`config.mk`:
```
export PLATFORM = sky130hd
export DESIGN_NAME = pipe_ctrl_gen
export DESIGN_NICKNAME = d
export VERILOG_FILES = /design/src/rtl/pipe_ctrl_gen.sv
export SDC_FILE = /design/constraint.sdc
export NUM_CORES = 1
export LEC_CHECK = 0
export ABC_CLOCK_PERIOD_IN_PS = 4500
export BUFFER_PORTS_ARGS = -buffer_cell sky130_fd_sc_hd__buf_4
export CORE_UTILIZATION = 53
export CTS_CLUSTER_SIZE = 8
export DETAILED_ROUTE_END_ITERATION = 10
export PLACE_DENSITY = 0.85
export SYNTH_ARGS = -nofsm -noshare
export SYNTH_HDL_FRONTEND = slang
export SYNTH_SLANG_ARGS = --single-unit
```
`constraint.sdc`:
```
create_clock -name clk -period 4.5 [get_ports clk]
set_input_delay 0.225 -clock clk [delete_from_list [all_inputs] [get_ports clk]]
set_output_delay 0.225 -clock clk [all_outputs]
set_load 0.02 [all_outputs]
```
`src/rtl/pipe_ctrl_gen.sv`:
```
// pipe_ctrl_gen
//   Pipeline control unit for the OpenMIPS core. Builds per-stage stall
//   masks from stall requests, converts exceptions into a registered
//   multi-cycle flush with a redirect PC, keeps a programmable exception
//   base, and provides a stall watchdog and a stall-cycle counter.
//
// Ports
//   clk             : clock, all state on rising edge
//   rst             : asynchronous active-high reset
//   stallreq_i      : [STAGES-2:0] stall request, bit k from stage k
//   excepttype_i    : [DW-1:0] exception code from MEM, 0 = none
//   cp0_epc_i       : [DW-1:0] EPC used as target for eret (code 0x0e)
//   ebase_we_i      : exception base write enable
//   ebase_i         : [DW-1:0] new exception base, bits [11:0] forced to 0
//   wdog_clr_i      : clears the sticky watchdog flag and its counter
//   stall           : [STAGES-1:0] per-stage hold, bit k holds stage k
//   flush           : flush all pipeline registers
//   new_pc          : [DW-1:0] redirect PC, valid while flush = 1
//   stall_timeout_o : sticky watchdog timeout flag
//   stall_cycles_o  : [31:0] saturating count of stalled cycles
module pipe_ctrl_gen #(
  parameter int              STAGES     = 6,
  parameter int              DW         = 32,
  parameter int              FLUSH_LEN  = 1,
  parameter logic [DW-1:0]   EBASE_RST  = '0,
  parameter int              WDOG_LIMIT = 255
) (
  input  logic              clk,
  input  logic              rst,
  input  logic [STAGES-2:0] stallreq_i,
  input  logic [DW-1:0]     excepttype_i,
  input  logic [DW-1:0]     cp0_epc_i,
  input  logic              ebase_we_i,
  input  logic [DW-1:0]     ebase_i,
  input  logic              wdog_clr_i,
  output logic [STAGES-1:0] stall,
  output logic              flush,
  output logic [DW-1:0]     new_pc,
  output logic              stall_timeout_o,
  output logic [31:0]       stall_cycles_o
);

  localparam logic [0:0] ST_RUN   = 1'b0;
  localparam logic [0:0] ST_FLUSH = 1'b1;

  localparam int            WDW        = 16;
  localparam logic [WDW-1:0] WDOG_MAX  = WDW'(WDOG_LIMIT);
  localparam logic [3:0]    FLUSH_INIT = 4'(FLUSH_LEN);

  // The exception base is always 4 KiB aligned.
  localparam logic [DW-1:0] EBASE_MASK = ~DW'(12'hFFF);

  localparam logic [DW-1:0] CODE_INT  = DW'(32'h01);
  localparam logic [DW-1:0] CODE_ERET = DW'(32'h0e);
  localparam logic [DW-1:0] OFS_INT   = DW'(32'h20);
  localparam logic [DW-1:0] OFS_GEN   = DW'(32'h40);

  // Saturating increment for the 32-bit performance counter.
  function automatic logic [31:0] sat_inc32(input logic [31:0] v);
    if (v == 32'hFFFF_FFFF) begin
      return v;
    end
    return v + 32'd1;
  endfunction

  // Saturating increment for the watchdog, pinned at the limit.
  function automatic logic [WDW-1:0] wdog_inc(input logic [WDW-1:0] v);
    if (v >= WDOG_MAX) begin
      return WDOG_MAX;
    end
    return v + 1'b1;
  endfunction

  // Redirect target for an exception code. Interrupts use the +0x20
  // vector, eret returns to EPC, every other nonzero code (including
  // syscall/break/overflow/trap) shares the general +0x40 vector.
  function automatic logic [DW-1:0] vector_sel(
    input logic [DW-1:0] code,
    input logic [DW-1:0] base,
    input logic [DW-1:0] epc
  );
    if (code == CODE_INT) begin
      return base + OFS_INT;
    end
    if (code == CODE_ERET) begin
      return epc;
    end
    return base + OFS_GEN;
  endfunction

  logic [0:0]        state;
  logic [3:0]        flush_cnt;
  logic [DW-1:0]     ebase;
  logic [WDW-1:0]    wdog_cnt;
  logic [STAGES-1:0] stall_mask;
  logic              exc_any;
  logic              stall_any;

  assign exc_any = (excepttype_i != '0);

  // Stage k is held when it or any younger-numbered-than-requester
  // stage, i.e. any stage at or above k, requests a stall. This yields
  // bits [m:0] for the highest requester m. The WB stage is never held.
  always_comb begin
    stall_mask = '0;
    for (int k = 0; k < STAGES - 1; k++) begin
      stall_mask[k] = |(stallreq_i >> k);
    end
  end

  // Exceptions override stalls; nothing is held while flushing.
  always_comb begin
    stall = '0;
    if (state == ST_RUN && !exc_any) begin
      stall = stall_mask;
    end
  end

  assign stall_any = (stall != '0);
  assign flush     = (state == ST_FLUSH);

  // Control stage: RUN/FLUSH sequencing and redirect target capture.
  always_ff @(posedge clk or posedge rst) begin
    if (rst) begin
      state     <= ST_RUN;
      flush_cnt <= '0;
      new_pc    <= '0;
    end else begin
      case (state)
        ST_RUN: begin
          if (exc_any) begin
            state     <= ST_FLUSH;
            flush_cnt <= FLUSH_INIT;
            new_pc    <= vector_sel(excepttype_i, ebase, cp0_epc_i);
          end
        end
        ST_FLUSH: begin
          // Codes seen here belong to instructions being flushed.
          if (flush_cnt == 4'd1) begin
            state     <= ST_RUN;
            flush_cnt <= '0;
            new_pc    <= '0;
          end else begin
            flush_cnt <= flush_cnt - 4'd1;
          end
        end
        default: begin
          state     <= ST_RUN;
          flush_cnt <= '0;
          new_pc    <= '0;
        end
      endcase
    end
  end

  // Exception base register; an exception in the write cycle still
  // sees the previous value because the capture above reads the
  // registered copy.
  always_ff @(posedge clk or posedge rst) begin
    if (rst) begin
      ebase <= EBASE_RST & EBASE_MASK;
    end else if (ebase_we_i) begin
      ebase <= ebase_i & EBASE_MASK;
    end
  end

  // Watchdog and performance counter stage.
  always_ff @(posedge clk or posedge rst) begin
    if (rst) begin
      wdog_cnt        <= '0;
      stall_timeout_o <= 1'b0;
      stall_cycles_o  <= '0;
    end else begin
      if (wdog_clr_i) begin
        wdog_cnt        <= '0;
        stall_timeout_o <= 1'b0;
      end else if (stall_any) begin
        wdog_cnt <= wdog_inc(wdog_cnt);
        if (wdog_cnt >= WDOG_MAX - 1'b1) begin
          stall_timeout_o <= 1'b1;
        end
      end else begin
        wdog_cnt <= '0;
      end

      if (stall_any) begin
        stall_cycles_o <= sat_inc32(stall_cycles_o);
      end
    end
  end

endmodule

```
### Yosys cells after proc, flatten, opt, wreduce, memory -nomap -nowiden

Index checks and enable logic that the tools add are counted.

| storage, ports and cells | value |
|---|---|
| register bits | 106 |
| input port bits | 105 |
| output and inout port bits | 72 |
| word-level logic and storage cells | 69 |

| operators by class | value |
|---|---|
| add/sub/neg operators | 5 |
| $lt $le $gt $ge | 2 |
| eq/ne operators | 7 |
| multiplexer cells | 34 |
| bitwise operators | 1 |
| reduce and logical (&&, ||, !) cells | 13 |

Operators by type and width:

| cell | number |
|---|---|
| 32-bit two-way mux | 7 |
| 16-bit two-way mux | 4 |
| 32-bit case mux with 2 select lines | 1 |
| 32-bit by 1-bit adder with 32-bit output (second input constant) | 1 |
| 32-bit by 6-bit adder with 32-bit output (second input constant) | 1 |
| 32-bit by 7-bit adder with 32-bit output (second input constant) | 1 |
| 32-bit by 1-bit equality test with 1-bit output (second input constant) | 1 |
| 32-bit equality test (second input constant) | 1 |
| 32-bit by 4-bit equality test with 1-bit output (second input constant) | 1 |
| 16-bit by 8-bit greater-or-equal comparator with 1-bit output (second input constant) | 2 |
| 32-bit nonzero test | 1 |
| 1-bit two-way mux | 17 |
| 16-bit by 1-bit adder with 16-bit output (second input constant) | 1 |
| 4-bit two-way mux | 2 |
| 4-bit case mux with 2 select lines | 1 |
| 2-bit AND reduction | 3 |
| 6-bit nonzero test | 1 |
| 5-bit two-way mux | 1 |
| 5-bit OR reduction | 1 |
| 4-bit by 1-bit equality test with 1-bit output (second input constant) | 1 |
| 2-bit inequality test (second input constant) | 2 |
| 2-bit nonzero test | 2 |
| 4-bit OR reduction | 1 |
| 4-bit by 1-bit subtractor with 4-bit output (second input constant) | 1 |
| other kinds (7) | 7 |

### Depth between registers and ports, before layout

Gate-level depths: netlist (run 1).

| depth | value |
|---|---|
| depth in word-level cells | 11 |
| mapped depth | 7 |
| depth with buffers taken out | 6 |

### Least setup slack after synthesis (run 1)

No wires, ideal clock.

| path | value |
|---|---|
| path type | flip-flop to flip-flop |
| start point | reg stall_cycles_o[0] |
| end point | reg stall_cycles_o[30] |
| setup time | 0.125 ns |
| data arrival time | 2.015 ns |
| required time | 4.375 ns |
| path slack | 2.360 ns |
| cell stages (with the launch flop) | 7 |
| path buffers | 0 |
| period minus slack after synthesis | 2.140 ns |
| path through | dfrtp_1 -> ha_1 -> nand3_1 -> nor4_2 -> nand2_1 -> nor3_1 -> mux2_2 |

| between the ends | value |
|---|---|
| longest elaborated chain between the ends | 5 |
| elaborated cells between the ends (all ways) | 7 |
| classes of those cells | add/sub (1); eq/ne (2); mux (3); reduce/logical (1) |

Ends and longest elaborated chain:

| element | RTL line | text |
|---|---|---|
| start, declared | 40 | `output logic [31:0] stall_cycles_o` |
| start signal, assigned | 187 | `stall_cycles_o <= sat_inc32(stall_cycles_o);` |
| branches (longest 5 deep; another with 32-bit by 1-bit adder with 32-bit output) | n/a |  |

Several ways; the timed one is not identified. The select of a mux whose other input is x is not followed.
A chain may end at the register's enable or synchronous reset.

### Worst setup path after layout (run 1)

| path | value |
|---|---|
| start point | reg stall_cycles_o[24] |
| end point | reg stall_cycles_o[1] |

| between the ends | value |
|---|---|
| longest elaborated chain between the ends | 5 |

Ends and longest elaborated chain:

| element | RTL line | text |
|---|---|---|
| 32-bit equality test * | 60 | `if (v == 32'hFFFF_FFFF) begin` |
| 1-bit two-way mux | 60 |  |
| 1-bit two-way mux | 186 | `if (stall_any) begin` |
| 2-bit inequality test (no line) * | n/a |  |
| 2-bit AND reduction (no line) * | n/a |  |

Every way passes the cells marked *; elsewhere a longest branch is shown, timed or not. The select of a mux whose other input is x is not followed.

==> results.md, run 1 <==
* Outcome: complete, no violations
* Critical path type: reg -> reg
* RSZ-0062 raised after global routing: false
* Setup TNS at 0 ns
* Final worst-path cycle share at 0.576
* Top FF cell, synth: dfrtp_1
* Dpl ws at 1.68 ns
* Critical path buffers and inverters at 0
* Worst setup EP type: register
* Remaining antenna violation count at 0
* # setup viols final at 0
* Post-synthesis cell area at 4800 sq um
* Largest net degree at the start of global routing at 55
* Vias in the first global route at slightly above 4000
* Clock skew at 0.0137 ns
* Initial antenna violation count at 0
* Critical path, cell by cell: nand4_1 > nor3_1 > nand4_1 > nand2_1 > mux2_2
* Commonest non-fill, non-tap cells in the layout: buf_4, dfrtp_1, xnor2_1, nand4_1
* Crit path max-delay family: simple AND/OR/NAND/NOR gates
* Proportion of layout cells with a drive suffix above 1 at 0.381
* Final #Nets at 678
* Crit-path max FO at 13
* Clock transition at path regs at 0.10 ns
* CP arrival at 2.85 ns
* IO buf count at 163
* Post-synthesis cell type count at 41
* Skew-Pair Late Insertion Delay at around 0.36 ns
* HP Class: in -> reg
* # Max-Cap Violations at 0
* Worst setup margin at 1.91 ns
* Cts repair resizes at 0
* Die Height at slightly below 100 microns
* Tightest Pin Transition at 0.990 ns
* Row Count at 34
* CP peak stage delay at 0.63 ns
* Root Buffer: clkbuf_8
* Register bit total from synthesis at 106
* Finished Layout Cells at 680
* Iteration-0 DRC Markers at 103
* Mapped Cells at 395
* Number of flops mapped to enable cells by yosys at 0
* DP Wirelength at 8.48 mm
* Sinks on Clock Net at 106
* Critical path data required time at 4.75 ns
* Vias per inst at 5.76
* CTS H-tree depth at 3
* Drt total wl at 11.8 mm
* Fraction of registers with async set/reset at 1.00
* Gpl congestion at 0.824
* Global route total overflow at 0
* Maximum vdd ir drop at 0.246 mV
* Syn avg cell area at ~12 sq um
* Most common cell after layout, fill and taps aside: buf_4
* PwrDens at 272 nW/um^2
* Max clock buf depth at 2
* Leak pwr at ~0.0030 uW
* Initial Util at 0.550
* First-pass GRT wire length at approximately 20 mm
* Antenna Cells at 0
* Fmax at 386 MHz
* CP startpoint kind: register
* Via count at around 3900
* Gr usage total at 0.259
* Boundary pin count at 177
* Drt pass-1 iters at 4
* Endpoints failing hold at 0
* DRC at 0
* Inst Count DP at around 660
* Die width at 97.1 microns
* Hold Slack at 0.0758 ns
* Critical path's slowest cell: nand4_1
* TritonCTS clock tree: done
* CP most frequent cell: nand4_1
* Relative slew slack at 0.340
* Synth-to-Final Area Change at 32.9%
* Tmin final at roughly 2.6 ns
* Post-CTS setup buffers at 0
* Core area at 8720 sq um
* Total CTS buffers at 9
* Avg WL per Cell at 17.3 microns
* Seq/Total Area, Yosys at 0.553
* Fin. max-slew vios at 0
* Hold_buf cts at 1
* Ys Warns at 0
* Overall die area at ~9400 sq um
==> cell families after synthesis <==
kind of cell	after synthesis	synth area share
and+or+nand+nor	128	0.165
DFF	106	0.553
AOI/OAI and AO/OA	54	0.0850
muxes	43	0.0955
xor gates and xnor gates	36	0.0657
buffers and inverters	22	0.0219
adders and majority gates	5	0.0130
other	1	0.000782
==> final timing paths <==
kind	start	endpoint	cells past startpoint	slack, ns
setup / recovery	stall_cycles_o[24]	stall_cycles_o[1]	5	1.91
max in group asynchronous	rst	new_pc[8]	4	2.81
setup reg to reg	stall_cycles_o[24]	stall_cycles_o[1]	5	1.91
hold reg to reg	new_pc[18]	new_pc[18]	1	0.50
min in group asynchronous	rst	new_pc[2]	3	0.53
hold / removal	cp0_epc_i[7]	new_pc[7]	2	0.08
==> report_power, final <==
part / switching [uW] / internal (uW) / total [uW]
clock network: 323 / 285 / 608
registers: 10.5 / 976 / 986
logic: 55.6 / 82.7 / 138
==> synthesized netlist by cell type (2+ instances only) <==
cell / instances / share of area
a21o_1: 2 / 0.0031
a21oi_1: 10 / 0.010
a22o_1: 10 / 0.018
and2_1: 5 / 0.0065
and3_1: 12 / 0.016
and4_1: 4 / 0.0073
buf_2: 5 / 0.0052
buf_4: 2 / 0.0031
clkbuf_1: 5 / 0.0039
dfrtp_1: 106 / 0.55
ha_1: 5 / 0.013
inv_1: 8 / 0.0063
mux2_2: 22 / 0.052
mux2i_1: 21 / 0.044
nand2_1: 16 / 0.013
nand2b_1: 2 / 0.0026
nand3_1: 20 / 0.021
nand4_1: 25 / 0.033
nand4b_1: 2 / 0.0037
nor2_1: 10 / 0.0078
nor3_1: 9 / 0.0094
nor4_1: 10 / 0.013
nor4_2: 7 / 0.018
o21ai_0: 4 / 0.0042
o2bb2ai_1: 22 / 0.040
or4_4: 2 / 0.0047
xnor2_1: 29 / 0.053
xor2_1: 7 / 0.013
==> sequential cells by signal, summed over array words and instances (netlist names) <==
name / cells
new_pc: 32
flush: 1
stall_timeout_o: 1
stall_cycles_o: 32
flush_cnt: 4
ebase: 20
wdog_cnt: 16
==> worst register-to-register path, cell delays in order, from the launching register on <==
cell and delay, ns:
dfrtp_1 0.49, nand4_1 0.14, nor3_1 0.56, nand4_1 0.63, nand2_1 0.30, mux2_2 0.36
==> final cells by class <==
cell class                 instances  area, sq um
clock buffer                      11          151
clock inverter                     4         51.3
fill                             606         2350
inverter                           9         37.5
multi-input combinational        275         2090
sequential                       106         2650
tap                              108          135
timing repair buffer             167         1260
==> layer usage <==
layer / vias up / share of wire / track usage
met5: - / 0 / 0
met4: 0 / 0.0099 / 0.0758
met3: 10 / 0.065 / 0.0612
met2: 137 / 0.52 / 0.442
met1: 1963 / 0.41 / 0.329
li1: 1806 / - / -
==> stage by stage <==
| stage | total power (uW) | util | area, sq um |
|---|---|---|---|
| after global placement | 1130 | 0.705 | 6150 |
| after global routing | 1800 | 0.731 | 6370 |
| final | 1730 | 0.731 | 6370 |
| after floorplan | 1060 | - | 4830 |
| after detailed placement | 1140 | 0.705 | 6150 |
| after CTS | 1740 | 0.730 | 6360 |
Note: power is estimated with default switching activity, not from simulation.
==> inputs of run 2 (changes only) <==
Settings changed: ABC_AREA set to 1, ABC_CLOCK_PERIOD_IN_PS 4500 to 2400, CORE_UTILIZATION 53 to 51, PLACE_DENSITY 0.85 to 0.8.
Clock period 4.5 ns to 2.4 ns, I/O delays scaled along.
==> run 2 against run 1 <==
- count of clock-buffer cells in the layout is 1 lower
- clock skew shrank 0.0029 ns
- non-clock buffer count rose by 36
- die area increased by 19%
- register-to-register slack lost 1.6 ns
- utilization fell by 2.1 points
- via count rose by 37%
- setup slack worse by 1.6 ns
- design area increased by 16%
- maximum frequency grew 21%
- critical path depth rose by 5
- global-route usage increased by 3.0 points
- critical path type unchanged
- largest cell class unchanged
- highest routed layer unchanged
==> results.md, run 2 <==
* Vias in the first global route at about 5600
* Initial Util at 0.531
* Endpoints failing hold at 0
* Total CTS buffers at 9
* Synth area leader: dfrtp_1
* Seq/Total Area, Yosys at 0.480
* Via count at 5367
* Post-synthesis cell type count at 32
* Critical path type: reg -> reg
* Die width at 106 microns
* Cts repair resizes at 0
* Leak pwr at 0.00391 uW
* Crit-path max FO at 32
* Fmax at 467 MHz
* Synth-to-Final Area Change at 33.8%
* Crit path max-delay family: simple AND/OR/NAND/NOR gates
* Worst setup margin at between 0.2 and 0.3 ns
* # Max-Cap Violations at 0
* Proportion of layout cells with a drive suffix above 1 at 0.241
* Clk network pwr share at 0.333
* Drt total wl at 15.2 mm
* CP startpoint kind: register
* Commonest non-fill, non-tap cells in the layout: nand2_1, buf_4, dfrtp_1, nor2_1, nand3_1
* Combinational power share at 0.100
* Gpl congestion at 0.965
* First-pass GRT wire length at 25.6 mm
* Skew-Pair Late Insertion Delay at 0.38 ns
* TritonCTS clock tree: done
* Dpl ws at 0.250 ns
* IO buf count at about 160
* Initial antenna violation count at 0
* Most frequent cells after synthesis: nand2_1, dfrtp_1, nor2_1
* Critical path, cell by cell: ha_1 > nand3_1 > inv_2 > nand2_2 > nor2_4 > nand2_1 > inv_1 > nor2_4 > nand2_1 > nand2_1
* Clock transition at path regs at 0.11 ns
* DP Wirelength at 10.6 mm
* CP peak stage delay at around 0.53 ns
* Final Instance Area at 7390 sq um
* PwrDens at 441 nW/um^2
* Overall die area at 11300 sq um
* Largest net degree at the start of global routing at 67
* Gr usage total at 0.289
* Post-DP Area at 6880 sq um
* Critical path data required time at 2.72 ns
* Post-synthesis cell area at 5530 sq um
* CTS H-tree depth at 3
* Clock skew at approximately 0.011 ns
* Reg power frac at 0.567
* Outcome: complete, no violations
* Maximum vdd ir drop at 0.536 mV
* Boundary pin count at 177
* Relative slew slack at 0.465
* Register bit total from synthesis at about 110
* Sw power at just over 800 uW
* # setup viols final at 0
* Syn avg cell area at 7.69 sq um
* Share of the synthesized area in the top cell type at 0.480
* Final #Nets at 1030
* Power Internal at 2450 uW
* Global route total overflow at 0
* Fin. max-slew vios at 0
* Critical path's slowest cell: nor2_4
* Iteration-0 DRC Markers at 265
* Drt pass-1 iters at 5
* Total chip power at 3260 uW
* Switching Share at 0.250
* CP arrival at 2.46 ns
* CP most frequent cell: nand2_1
* Final worst-path cycle share at 0.893
* Post-CTS setup buffers at 0
* Mapped Cells at a little over 700
* RSZ-0062 raised after global routing: false
* Avg WL per Cell at 14.4 microns
* Critical path buffers and inverters at 2
* Ys Warns at 0
* Setup TNS at 0 ns
* Top Registers: new_pc: 32 flops, stall_cycles_o: 32 flops, ebase: 20 flops
* Core Util, Final at 0.710
* Row Count at 37
* Synth top area cells: dfrtp_1, nand2_1, nor2_1
* Core area at around 10000 sq um
* Tightest Pin Transition at between 0.8 and 0.9 ns
* Tmin final at 2.14 ns
* Top FF cell, synth: dfrtp_1
* Remaining antenna violation count at 0
* Vias per inst at 5.06
* Die Height at roughly 110 microns
* HP Class: in -> reg
* Sinks on Clock Net at approximately 110
* Worst setup EP type: register
* Antenna Cells at 0
* DRC at 0
* Fraction of registers with async set/reset at 1.00
* Root Buffer: clkbuf_8
* Number of flops mapped to enable cells by yosys at 0
* Most common cell in the netlist: nand2_1
* Most common cell after layout, fill and taps aside: nand2_1
* Max clock buf depth at 2
[run 2: power by group through the flow]
stage	Sequential, uW	Combinational [uW]	Clock [uW]
after global routing	1860	362	1170
after global placement	1880	266	0
after detailed placement	1880	277	0
after CTS	1850	319	1110
after floorplan	1880	132	0
final	1850	326	1090
[run 2: repair_timing]
action	4_1_cts	5_1_grt
endpoints found under the hold margin	71	0
hold buffers	32	0
setup endpoints to repair	0	1
[run 2: stage by stage]
stage	hold WS, ns	instances
after floorplan	0.268	727
after global placement	0.300	1013
after detailed placement	0.303	1013
after CTS	0.00858	1061
after global routing	0.0149	1061
final	0.0223	1061
[run 2: cells by family after synthesis]
logic type | count (synthesis) | share of synthesized area
buffers and inverters | 55 | 0.0475
muxes | 20 | 0.0408
AOI/OAI and AO/OA | 16 | 0.0161
other | 1 | 0.000679
DFF | 106 | 0.480
adders and majority gates | 5 | 0.0113
and+or+nand+nor | 489 | 0.361
xor gates and xnor gates | 27 | 0.0428
[run 2: layer usage]
layer | GRT usage | wire length, microns | vias up
met3 | 0.0852 | 1050 | 38
met5 | 0 | 0 | -
li1 | - | - | 2625
met1 | 0.327 | 5790 | 2511
met2 | 0.514 | 7950 | 193
met4 | 0.106 | 431 | 0
[run 2: worst paths after layout]
check                           slack, ns  cells past startpoint                end              start
worst max-delay path                 0.26                     10  stall_cycles_o[5]  stall_cycles_o[0]
worst min-delay path                 0.02                      4    stall_timeout_o         wdog_clr_i
worst max register to register       0.26                     10  stall_cycles_o[5]  stall_cycles_o[0]
worst min register to register       0.49                      2         new_pc[10]         new_pc[10]
max in group asynchronous            1.30                      4          new_pc[1]                rst
min in group asynchronous            0.46                      4          ebase[24]                rst
[run 2: worst reg2reg max path: cells and delay by family, from the launching register on]
family	cells	cell delay [ns]
buf+inv	2	0.14
simple gates	7	1.19
fa+ha+maj	1	0.29
flops	1	0.47
[run 2: layout make-up]
class                   instances  area [sq um]
multi-input cells             566          2640
clock buffers                  10           138
clock inverters                 6          56.3
well taps                     136           170
fillers                       822          3020
inverters                      34           131
repair buffers                203          1600
flip-flops and latches        106          2650
